<file path="src/rtl/scie_fir_sequencer.sv">
`default_nettype none
// ============================================================================
// Module : scie_fir_sequencer
// Drives load/push/gap/read instructions into the SCIE pipelined complex FIR
// and returns each captured result through a 2-entry output FIFO.
// Option : define SCIE_SEQ_PERF_EN for the perf_samples/perf_busy counters.
// Rev    : 1.0  initial release
// ============================================================================
module scie_fir_sequencer #(
  parameter int NTAPS = 5,
  parameter int DW    = 64,
  parameter int IW    = 3
) (
  input  logic             i_clk,
  input  logic             i_rst_n,
  input  logic             i_cfg_valid,
  output logic             o_cfg_ready,
  input  logic [IW-1:0]    i_cfg_idx,
  input  logic [DW-1:0]    i_cfg_real,
  input  logic [DW-1:0]    i_cfg_imag,
  input  logic             i_in_valid,
  output logic             o_in_ready,
  input  logic [DW-1:0]    i_in_real,
  input  logic [DW-1:0]    i_in_imag,
  output logic             o_out_valid,
  input  logic             i_out_ready,
  output logic [DW-1:0]    o_out_real,
  output logic [DW-1:0]    o_out_imag,
  output logic             o_io_valid,
  output logic [31:0]      o_io_insn,
  output logic [DW-1:0]    o_io_rs1_real,
  output logic [DW-1:0]    o_io_rs1_imag,
  output logic [31:0]      o_io_rs2,
  input  logic [DW-1:0]    i_io_rd_real,
  input  logic [DW-1:0]    i_io_rd_imag,
  output logic [NTAPS-1:0] o_coef_loaded,
`ifdef SCIE_SEQ_PERF_EN
  output logic [31:0]      o_perf_samples,
  output logic [31:0]      o_perf_busy,
`endif
  output logic             o_busy
);

  localparam logic [31:0]      c_insn_load = 32'd11;
  localparam logic [31:0]      c_insn_push = 32'd43;
  localparam logic [31:0]      c_insn_read = 32'd91;
  localparam logic [IW:0]      c_ntaps     = NTAPS[IW:0];
  localparam logic [NTAPS-1:0] c_tap0      = {{(NTAPS-1){1'b0}}, 1'b1};

  typedef enum logic [2:0] {
    S_IDLE = 3'd0,
    S_LOAD = 3'd1,
    S_PUSH = 3'd2,
    S_GAP  = 3'd3,
    S_READ = 3'd4,
    S_WAIT = 3'd5
  } state_t;

  state_t r_state, w_next;

  logic             w_cfg_hs, w_in_hs, w_idx_ok, w_push, w_pop;
  logic             r_io_valid;
  logic [31:0]      r_io_insn, r_io_rs2;
  logic [DW-1:0]    r_io_rs1_real, r_io_rs1_imag;
  logic [NTAPS-1:0] r_coef_loaded;
  logic [DW-1:0]    r_mem_real [2];
  logic [DW-1:0]    r_mem_imag [2];
  logic             r_wptr, r_rptr;
  logic [1:0]       r_count;

  // A sample is refused while two results are buffered so the in-flight one always has a slot.
  assign o_cfg_ready = (r_state == S_IDLE);
  assign o_in_ready  = (r_state == S_IDLE) && !i_cfg_valid && (r_count <= 2'd1);
  assign w_cfg_hs    = i_cfg_valid && o_cfg_ready;
  assign w_in_hs     = i_in_valid && o_in_ready;
  assign w_idx_ok    = ({1'b0, i_cfg_idx} < c_ntaps);
  assign w_push      = (r_state == S_WAIT);
  assign w_pop       = o_out_valid && i_out_ready;
  assign o_busy      = (r_state != S_IDLE);

  always_comb begin
    w_next = r_state;
    case (r_state)
      S_IDLE: begin
        if (w_cfg_hs)     w_next = S_LOAD;
        else if (w_in_hs) w_next = S_PUSH;
      end
      S_LOAD:  w_next = S_IDLE;
      S_PUSH:  w_next = S_GAP;
      S_GAP:   w_next = S_READ;
      S_READ:  w_next = S_WAIT;
      S_WAIT:  w_next = S_IDLE;
      default: w_next = S_IDLE;
    endcase
  end

  always_ff @(posedge i_clk or negedge i_rst_n) begin
    if (!i_rst_n) r_state <= S_IDLE;
    else          r_state <= w_next;
  end

  // Instruction outputs are registered so they are valid for the whole LOAD/PUSH/READ cycle.
  always_ff @(posedge i_clk or negedge i_rst_n) begin
    if (!i_rst_n) begin
      r_io_valid    <= 1'b0;
      r_io_insn     <= '0;
      r_io_rs1_real <= '0;
      r_io_rs1_imag <= '0;
      r_io_rs2      <= '0;
      r_coef_loaded <= '0;
    end else begin
      r_io_valid <= 1'b0;
      r_io_insn  <= '0;
      if (w_cfg_hs) begin
        if (w_idx_ok) begin
          r_io_valid    <= 1'b1;
          r_io_insn     <= c_insn_load;
          r_io_rs1_real <= i_cfg_real;
          r_io_rs1_imag <= i_cfg_imag;
          r_io_rs2      <= {{(32-IW){1'b0}}, i_cfg_idx};
          r_coef_loaded <= r_coef_loaded | (c_tap0 << i_cfg_idx);
        end
      end else if (w_in_hs) begin
        r_io_valid    <= 1'b1;
        r_io_insn     <= c_insn_push;
        r_io_rs1_real <= i_in_real;
        r_io_rs1_imag <= i_in_imag;
      end else if (r_state == S_GAP) begin
        r_io_valid <= 1'b1;
        r_io_insn  <= c_insn_read;
      end
    end
  end

  always_ff @(posedge i_clk or negedge i_rst_n) begin
    if (!i_rst_n) begin
      r_mem_real[0] <= '0;
      r_mem_real[1] <= '0;
      r_mem_imag[0] <= '0;
      r_mem_imag[1] <= '0;
      r_wptr        <= 1'b0;
      r_rptr        <= 1'b0;
      r_count       <= 2'd0;
    end else begin
      if (w_push) begin
        r_mem_real[r_wptr] <= i_io_rd_real;
        r_mem_imag[r_wptr] <= i_io_rd_imag;
        r_wptr             <= ~r_wptr;
      end
      if (w_pop) r_rptr <= ~r_rptr;
      case ({w_push, w_pop})
        2'b10:   r_count <= r_count + 2'd1;
        2'b01:   r_count <= r_count - 2'd1;
        default: r_count <= r_count;
      endcase
    end
  end

`ifdef SCIE_SEQ_PERF_EN
  logic [31:0] r_perf_samples, r_perf_busy;

  always_ff @(posedge i_clk or negedge i_rst_n) begin
    if (!i_rst_n) begin
      r_perf_samples <= '0;
      r_perf_busy    <= '0;
    end else begin
      if (w_push) r_perf_samples <= r_perf_samples + 32'd1;
      if (o_busy) r_perf_busy    <= r_perf_busy + 32'd1;
    end
  end

  assign o_perf_samples = r_perf_samples;
  assign o_perf_busy    = r_perf_busy;
`endif

  assign o_io_valid    = r_io_valid;
  assign o_io_insn     = r_io_insn;
  assign o_io_rs1_real = r_io_rs1_real;
  assign o_io_rs1_imag = r_io_rs1_imag;
  assign o_io_rs2      = r_io_rs2;
  assign o_coef_loaded = r_coef_loaded;
  assign o_out_valid   = (r_count != 2'd0);
  assign o_out_real    = r_mem_real[r_rptr];
  assign o_out_imag    = r_mem_imag[r_rptr];

endmodule
`default_nettype wire

</file>
<file path="config.mk">
export PLATFORM = sky130hd
export DESIGN_NAME = scie_fir_sequencer
export DESIGN_NICKNAME = d
export VERILOG_FILES = /design/src/rtl/scie_fir_sequencer.sv
export SDC_FILE = /design/constraint.sdc
export NUM_CORES = 1
export LEC_CHECK = 0
export ABC_AREA = 1
export BUFFER_PORTS_ARGS = -buffer_cell sky130_fd_sc_hd__buf_2
export CAP_MARGIN = 20
export CORE_AREA = 8 8 272 274
export DETAILED_ROUTE_END_ITERATION = 10
export DIE_AREA = 0 0 280 282
export PLACE_DENSITY = 0.55
export SLEW_MARGIN = 20
export SYNTH_ARGS = -nofsm -noshare
export SYNTH_HDL_FRONTEND = slang
export SYNTH_SLANG_ARGS = --single-unit
</file>
<file path="constraint.sdc">
create_clock -name i_clk -period 4.05 [get_ports i_clk]
set_input_delay 0.6075 -clock i_clk [delete_from_list [all_inputs] [get_ports i_clk]]
set_output_delay 0.6075 -clock i_clk [all_outputs]
set_load 0.03 [all_outputs]
</file>
==> impl_metrics.ini, run 1 <==
[outcome]
status = finished clean

[route]
drt-total-wl_um = 70500
route.vias.total = 17400
vias_per_cell = 4.33
drtPass1Iterations = 5
wl_per_cell_um = 17.5
drc_errors = 0
drt-initial-drc-count = 1388
postRouteAntennaNets = 0

[setup_path]
cp.arrival_ns = 2.28
worst-setup-path-type = flop to output port
required_ns = 3.44
end_kind = output port
worst-path-max-fanout = 45
start_kind = flop

[timing]
worstMarginPinSlew_ns = 0.987
max_freq_ghz = 0.346
finalCriticalPeriod_ns = 2.89
hold_ws_ns = 0.0697
final.period_utilization_pct = 71.4
rsz0062_at_grt = no
max_slew_margin_pct = 34.2
finalHoldViolations = 0
setup_violations = 0
setup_slack_ns = 1.16
drv_slew = 0
fin_tns_setup_ns = 0
skew_ns = 0.00866

[global_route]
grt.total_usage_pct = 17.1
grt_pass1_vias = 17600
gr-total-overflow = 0
grt_start_max_net_pins = 164
antenna_found_initial = 8
grt_pass1_wl_um = 107000

[floorplan]
die_h_um = 282
start_util_pct = 27.9
io_pins = 722
core.rowCount = 97
dieArea_um2 = 79000
coreArea_um2 = 69500
die_w_um = 280

[pwr]
intPower_uw = 11600
power_uw = 22700
total_leakage_power_uw = 0.0143
pwr-share-clk_pct = 17.8
seq_power_share_pct = 31.2
p_switching_uw = 11100
power.density_nw_per_um2 = 921
ir_worst_vdd_uv = 433
power_frac_comb_pct = 51.0
power.share.switching_pct = 48.9

[placed_design]
place_area_um2 = 23200
io_buffers = 666
dp_hpwl_um = 52700
pre_cts_ws_ns = 1.40
place_congestion = 0.890

[layout]
fillers = 7547
syn2layout_area_growth_pct = 27.2
drive_above_1_share_pct = 28.9
final_cell_area_um2 = 24700
fin_nets = 3453

[clock_tree]
path_clk_slew_ns = 0.06
holdBufCountCts = 0
cts_made_buffers = 46
clkSinkCount = 402
cts-resized-gates = 0
root_buffer = clkbuf_16
clockBufferDepth = 3
htreeDepth = 2
cts_tree = done
postCtsSetupBuffers = 0
clk_latency_ns = 0.56

[yosys]
synth_top_area_share_pct = 51.9
syn-instance-count = 2475
synth_ff_type = dfrtp_1
synth_area_leaders = dfrtp_1 52%, nand2_1 25%, o21ai_2 5.0%
synth-seq-area-share_pct = 51.9
synth_area_um2 = 19400
syn_area_per_cell_um2 = 7.83
yosysMostFrequentCell = nand2_1
ys_top_cells_by_count = 1300 x nand2_1, 402 x dfrtp_1, 142 x inv_1, 137 x o21ai_0, 129 x nand3_1
yosys_warnings = 0
synth_enable_flop_cells = 0
yosys.area.top_type = dfrtp_1
async_reset_ff_share_pct = 100
ys_ff_latch = 402
ys_types = 29

[worst_hold_path]
hp-class = primary input to async pin

[flow_run]
drv_cap = 0
[layer usage]
metal / vias up / wire, µm / track usage [%] / share of wire (%)
li1: 8664 / - / - / -
met5: - / 44 / 0 / 0.062
met4: 6 / 2860 / 6.61 / 4.1
met3: 103 / 4440 / 3.77 / 6.3
met1: 8063 / 28500 / 20.9 / 40
met2: 606 / 34600 / 29.2 / 49
[per-stage QoR]
stage | std cells | utilization, %
global route | 4031 | 35.4
detailed placement | 3950 | 33.3
CTS | 4031 | 35.4
floorplan | 2529 | -
global placement | 3950 | 33.3
finish | 4032 | 35.4
[placed cells by master (no fill, tap or decap), drive strengths merged, types with 2 or more instances in the layout]
cell type     n
nor2          7
conb         55
o21ai       257
nor3          4
buf         695
ha            3
nand2      1302
o21bai        3
nand3       131
xnor2         2
inv         145
clkbuf       69
clkinv       11
dfrtp       402
[worst max-delay path, cell delays in order (launching register included)]
cell and delay, ns:
dfrtp_4 0.50, inv_4 0.39, buf_4 0.37, nand2_1 0.08, nand2_1 0.11, buf_2 0.21
[state kept, by name, indices dropped and copies added (netlist names)]
name,count
r_mem_imag,128
r_mem_real,128
o_io_rs1_imag,64
o_io_rs1_real,64
o_coef_loaded,5
o_io_insn,3
o_io_rs2,3
r_state,3
r_count,2
r_rptr,1
r_wptr,1
[kinds of logic (layout without fill, tap and decap cells)]
group	Yosys count	count (layout)	synth area share, %
xor gates and xnor gates	3	3	0.136
adders and majority gates	3	3	0.194
buffers and inverters	358	920	9.69
DFF	402	402	51.9
AOI/OAI and AO/OA	262	262	8.96
other	1	56	0.0194
and+or+nand+nor	1446	1446	29.1
[final cells by class]
| type | count | area (µm²) | area share, % |
|---|---|---|---|
| Antenna cell | 1 | 2.50 | 0.0102 |
| Clock buffer | 69 | 1380 | 5.59 |
| Clock inverter | 12 | 93.8 | 0.381 |
| Inverter | 144 | 548 | 2.22 |
| Multi-Input combinational cell | 1769 | 7680 | 31.1 |
| Sequential cell | 402 | 10100 | 40.8 |
| Tap cell | 940 | 1180 | 4.77 |
| Timing Repair Buffer | 695 | 3710 | 15.1 |
[power by group through the flow]
stage	Combinational (µW)	Clock, µW	Sequential (µW)
final	11600	4050	7080
after global routing	12700	4350	7320
after CTS	11800	4200	7090
after detailed placement	11800	0	7130
after global placement	11700	0	7120
after floorplan	7010	0	8100
[final timing paths]
kind	from	end	slack (ns)	cells past startpoint
min reg2reg	o_coef_loaded[4]	o_coef_loaded[4]	0.46	2
min in group i_clk	i_cfg_idx[1]	o_coef_loaded[1]	0.27	2
max reg2reg	r_state[2]	o_io_rs1_imag[14]	1.54	9
max in group asynchronous	i_rst_n	o_io_rs1_real[50]	2.97	2
min	i_rst_n	r_mem_imag[77]	0.07	1
max	r_rptr	o_out_imag[45]	1.16	5
(Power assumes the default switching activity.)
==> run 2, diff against run 1 <==
--- a/config.mk
+++ b/config.mk
@@ -5,12 +5,12 @@
 export SDC_FILE = /design/constraint.sdc
 export NUM_CORES = 1
 export LEC_CHECK = 0
-export ABC_AREA = 1
+export ABC_AREA = 0
 export BUFFER_PORTS_ARGS = -buffer_cell sky130_fd_sc_hd__buf_2
 export CAP_MARGIN = 20
-export CORE_AREA = 8 8 272 274
+export CORE_AREA = 8 8 274 276
 export DETAILED_ROUTE_END_ITERATION = 10
-export DIE_AREA = 0 0 280 282
+export DIE_AREA = 0 0 282 284
 export PLACE_DENSITY = 0.55
 export SLEW_MARGIN = 20
 export SYNTH_ARGS = -nofsm -noshare
==> constraint.sdc (replaced) <==
create_clock -name i_clk -period 2.37 [get_ports i_clk]
set_input_delay 0.3555 -clock i_clk [delete_from_list [all_inputs] [get_ports i_clk]]
set_output_delay 0.3555 -clock i_clk [all_outputs]
set_load 0.03 [all_outputs]
==> impl_metrics.ini, run 2 <==
[clock_tree]
path_clk_slew_ns = 0.06
clkSinkCount = 402
root_buffer = clkbuf_16
clockBufferDepth = 3
cts_made_buffers = 47
htreeDepth = 2
clk_latency_ns = 0.58
cts_tree = done

[pwr]
power.density_nw_per_um2 = 1550
total_leakage_power_uw = 0.0121
ir_worst_vdd_uv = 1340

[yosys]
synth-seq-area-share_pct = 54.2
synth_enable_flop_cells = 0
synth_top_area_share_pct = 54.2
async_reset_ff_share_pct = 100
yosysMostFrequentCell = mux2_2
yosys_warnings = 0
synth_area_leaders = dfrtp_1 54%, mux2_2 28%, mux2_1 11%
syn_area_per_cell_um2 = 15.1
ys_types = 33
syn-instance-count = 1227
ys_ff_latch = 402
ys_top_cells_by_count = 465 x mux2_2, 402 x dfrtp_1, 175 x mux2_1, 62 x buf_4, 35 x buf_2
synth_area_um2 = 18600
synth_ff_type = dfrtp_1
yosys.area.top_type = dfrtp_1

[setup_path]
start_kind = flop
crit_chain = buf_12 > buf_12 > mux2_2 > buf_2
worst-path-max-fanout = 30
cp_slowest_cell = dfrtp_4
worst-setup-path-type = flop to output port
cp.arrival_ns = 1.95
required_ns = 2.01
crit_path_frequent_cell = buf_12
slowest_delay_ns = 0.41
end_kind = output port

[placed_design]
io_buffers = 666
place_congestion = 0.905
dp_hpwl_um = 51800
place_inst = 2810

[floorplan]
core.rowCount = 98
dieArea_um2 = 80100
die_h_um = 284
coreArea_um2 = 70800
start_util_pct = 26.2
io_pins = 722
die_w_um = 282

[timing]
worstMarginPinSlew_ns = 0.581
drv_slew = 0
max_slew_margin_pct = 61.3
setup_violations = 0
skew_ns = 0.0223
final.period_utilization_pct = 97.3
max_freq_ghz = 0.434
finalCriticalPeriod_ns = 2.31
rsz0062_at_grt = yes
finalHoldViolations = 0
hold_ws_ns = 0.0469

[route]
vias_per_cell = 4.30
wl_per_cell_um = 21.6
postRouteAntennaNets = 0
drtPass1Iterations = 4
drt-total-wl_um = 65400
drc_errors = 0
route.vias.total = 13000
drt-initial-drc-count = 409

[layout]
final_common_cell = buf_2
fillers = 6937
largest_registers = r_mem_imag (128), r_mem_real (128)
final_cell_mix = 664 x buf_2, 465 x mux2_2, 400 x dfrtp_1
drive_above_1_share_pct = 61.4
fin_cells = 3019
fin_nets = 2422
syn2layout_area_growth_pct = 39.6

[outcome]
status = finished clean

[flow_run]
drv_cap = 0

[global_route]
antenna_found_initial = 13
top_usage_layer = met2
grt.total_usage_pct = 15.8
met2_usage_pct = 28.8
grt_start_max_net_pins = 68
grtUsageMet3_pct = 5.17
grt_util_met1_pct = 17.0
grt_pass1_wl_um = 97000
gr-total-overflow = 0
grt_pass1_vias = 14900

[worst_hold_path]
hp-class = primary input to flop
## run 2: cell types whose count changed after synthesis, moves of 43 or more
cell / delta
nand2_1: -1296
mux2_2: +465
mux2_1: +175
inv_1: -138
o21ai_0: -134
nand3_1: -129
o21ai_2: -110
clkbuf_1: -43
## run 2: cell families (layout without fill, tap and decap cells)
| logic type | Yosys count | count (layout) | share of synthesized area [%] |
|---|---|---|---|
| compound gates | 15 | 15 | 0.519 |
| xor+xnor | 4 | 4 | 0.189 |
| fa+ha+maj | 3 | 3 | 0.202 |
| buf+inv | 138 | 920 | 5.10 |
| flops | 402 | 402 | 54.2 |
| mux | 640 | 640 | 38.8 |
| other cells | 1 | 61 | 0.0202 |
| simple gates | 24 | 24 | 0.917 |
## run 2: repair_timing
action,CTS,global route
endpoints found under the setup margin,120,11
gates resized for setup,3,3
hold endpoints to repair,255,0
setup buffers,3,0
hold buffers,115,0
## run 2: final timing paths
check	start	endpoint	slack, ns	depth (start not counted)
worst max-delay path	r_rptr	o_out_real[51]	0.06	4
worst min-delay path	i_io_rd_imag[27]	r_mem_imag[91]	0.05	2
worst max register to register	r_count[1]	o_io_rs1_imag[41]	0.19	8
worst min register to register	o_coef_loaded[3]	o_coef_loaded[3]	0.47	1
max in group asynchronous	i_rst_n	r_mem_imag[90]	1.07	3
min in group asynchronous	i_rst_n	r_mem_imag[91]	0.32	2
## run 2: layer usage
metal | share of wire, % | vias up
met3 | 8.6 | 89
met2 | 52 | 456
met5 | 0.078 | -
li1 | - | 5869
met1 | 37 | 6563
met4 | 3.0 | 8
## run 2: metrics by stage
step | instance area [µm²] | power (µW) | setup TNS [ns] | worst slack (ns) | utilization, %
final | 25900 | 40100 | 0 | 0.0648 | 36.6
after global routing | 25900 | 42300 | -0.0518 | -0.0121 | 36.6
after CTS | 25900 | 40900 | 0 | 0.00336 | 36.6
after detailed placement | 23000 | 32500 | 0 | 0.180 | 32.5
after global placement | 23000 | 32000 | 0 | 0.217 | 32.5
after floorplan | 18800 | 25800 | 0 | 0.153 | -
## run 2: area by class of cell
class                   instances  area [µm²]  share of cell area [%]
multi-input cells             741        7770                    30.0
flip-flops and latches        402       10100                    38.9
diodes                          6        15.0                  0.0580
repair buffers                830        5180                    20.0
clock inverters                22         354                    1.37
clock buffers                  63        1320                    5.09
well taps                     950        1190                    4.59
inverters                       5        18.8                  0.0725
## run 2: power by group
part	total, µW	switching (µW)	internal [µW]
sequential	12200	1790	10400
combinational	20100	12200	7900
clock	7820	2950	4880
## run 2: critical path, delay by kind of cell (launching register included)
| family | cells | cell delay, ns |
|---|---|---|
| buf+inv | 3 | 0.56 |
| flops | 1 | 0.41 |
| mux | 1 | 0.37 |
==> run 3, diff against run 2 <==
--- a/config.mk
+++ b/config.mk
@@ -8,10 +8,12 @@
 export ABC_AREA = 0
 export BUFFER_PORTS_ARGS = -buffer_cell sky130_fd_sc_hd__buf_2
 export CAP_MARGIN = 20
-export CORE_AREA = 8 8 274 276
+export CELL_PAD_IN_SITES_DETAIL_PLACEMENT = 1
+export CELL_PAD_IN_SITES_GLOBAL_PLACEMENT = 1
+export CORE_AREA = 8 8 276 278
 export DETAILED_ROUTE_END_ITERATION = 10
-export DIE_AREA = 0 0 282 284
-export PLACE_DENSITY = 0.55
+export DIE_AREA = 0 0 284 286
+export PLACE_DENSITY = 0.65
 export SLEW_MARGIN = 20
 export SYNTH_ARGS = -nofsm -noshare
 export SYNTH_HDL_FRONTEND = slang
==> impl_metrics.ini, run 3 (same netlist as run 2, synthesis figures left out) <==
[outcome]
status = finished clean

[pwr]
power.density_nw_per_um2 = 1540
ir_worst_vdd_uv = 1050
total_leakage_power_uw = 0.0121

[setup_path]
start_kind = flop
slowest_delay_ns = 0.50
worst-path-max-fanout = 14
required_ns = 2.01
crit_chain = buf_12 > buf_12 > mux2_2 > buf_2
worst-setup-path-type = flop to output port
reg2reg_to = o_io_rs1_imag[52]
end_kind = output port
cp.arrival_ns = 1.95
worstSetupEndpoint = o_out_imag[3]
cp-startpoint = r_rptr
crit_path_frequent_cell = buf_12
rr_startpoint = r_state[0]
rr_worst_depth = 5
rrSetupSlack_ns = 0.18
cp_slowest_cell = dfrtp_4

[layout]
fillers = 7816
final_cell_area_um2 = 25800
largest_registers = r_mem_imag (128), r_mem_real (128)
final_cell_mix = 658 x buf_2, 463 x mux2_2, 401 x dfrtp_1
multi_input_area_um2 = 7770
fin_nets = 2414
seqCellArea_um2 = 10100
utilization_pct = 35.8
drive_above_1_share_pct = 61.5
final_common_cell = buf_2
syn2layout_area_growth_pct = 38.9

[clock_tree]
clockBufferDepth = 3
htreeDepth = 2
clkSinkCount = 402
clk_latency_ns = 0.57
cts_made_buffers = 47
cts_tree = done
path_clk_slew_ns = 0.06
root_buffer = clkbuf_16

[floorplan]
start_util_pct = 25.7
die_h_um = 286
coreArea_um2 = 72100
die_w_um = 284
dieArea_um2 = 81200
core.rowCount = 99
io_pins = 722

[timing]
max_slew_margin_pct = 64.5
max_freq_ghz = 0.434
worstMarginPinSlew_ns = 0.532
setup_violations = 0
rsz0062_at_grt = yes
skew_ns = 0.0174
finalCriticalPeriod_ns = 2.30
drv_slew = 0
final.period_utilization_pct = 97.3
setup_slack_ns = 0.0650
finalHoldViolations = 0

[route]
vias_per_cell = 4.32
drc_errors = 0
drtPass1Iterations = 4
drt-total-wl_um = 67100
drt-initial-drc-count = 336
route.vias.total = 13000
wl_per_cell_um = 22.2
postRouteAntennaNets = 0

[placed_design]
dp_hpwl_um = 52000
place_area_um2 = 23100
io_buffers = 666
place_congestion = 0.903
pre_cts_ws_ns = 0.186

[flow_run]
drv_cap = 0

[global_route]
gr-total-overflow = 0
grt_start_max_net_pins = 75
grt_pass1_wl_um = 100000
antenna_found_initial = 12
grt_pass1_vias = 15100
grt.total_usage_pct = 15.9

[worst_hold_path]
hp-class = primary input to flop
==> run 3: cell count changes in the layout (fill, tap and decap cells not counted), moves of 5 or more <==
cell,change
buf_2,-6
buf_6,+7
bufinv_16,-6
clkbuf_1,+5
clkbuf_8,+5
dlygate4sd3_1,-12
==> run 3: worst min path at each step <==
stage | start | endpoint | slack (ns) | cells after the start
5_1_grt | i_cfg_valid | o_io_insn[5] | 0.01 | 2
3_3_place_gp | i_rst_n | r_mem_real[72] | 0.35 | 1
4_1_cts | i_io_rd_real[52] | r_mem_real[116] | 0.001 | 2
3_5_place_dp | i_rst_n | r_mem_real[8] | 0.35 | 1
6_report | i_cfg_valid | o_io_insn[5] | 0.04 | 2
2_1_floorplan | i_rst_n | o_coef_loaded[0] | 0.06 | 0
==> run 3: what timing repair did <==
| item | in CTS | in global routing |
|---|---|---|
| hold endpoints to repair | 233 | 0 |
| hold buffers | 103 | 0 |
| endpoints found under the setup margin | 117 | 74 |
| setup buffers | 4 | 1 |
| resized for setup | 13 | 5 |
==> run 3: through the flow <==
stage / power, µW / TNS [ns] / hold slack [ns] / std cells
after detailed placement: 32500 / 0 / 0.348 / 2821
after global placement: 31900 / 0 / 0.346 / 2821
after floorplan: 25800 / 0 / 0.0599 / 1281
after CTS: 40500 / -0.0202 / 0.000994 / 3013
final: 39800 / 0 / 0.0449 / 3018
after global routing: 42000 / -0.596 / 0.0130 / 3018
==> run 3: power breakdown <==
group	internal (µW)	total, µW	switching, µW
clock network	4390	7290	2890
registers	10400	12200	1850
logic	8080	20300	12200
total	22800	39800	17000
==> run 3: layout make-up <==
class                   instances  share of cell area (%)
flip-flops and latches        402                    39.0
diodes                          4                  0.0388
clock buffers                  73                    5.45
clock inverters                12                   0.592
repair buffers                822                    20.0
multi-input cells             741                    30.2
well taps                     959                    4.66
inverters                       5                  0.0728
==> run 3: worst max-delay path: cells and delay by family (launching register included) <==
family / cells / cell delay [ns]
buf+inv: 3 / 0.51
flops: 1 / 0.50
mux: 1 / 0.34
==> run 3: per-layer routing <==
metal | vias up | routed length (µm) | track usage (%)
li1 | 5854 | - | -
met1 | 6588 | 24800 | 17.4
met2 | 480 | 34600 | 28.5
met3 | 98 | 5290 | 5.43
met4 | 8 | 2300 | 5.42
met5 | - | 55 | 0
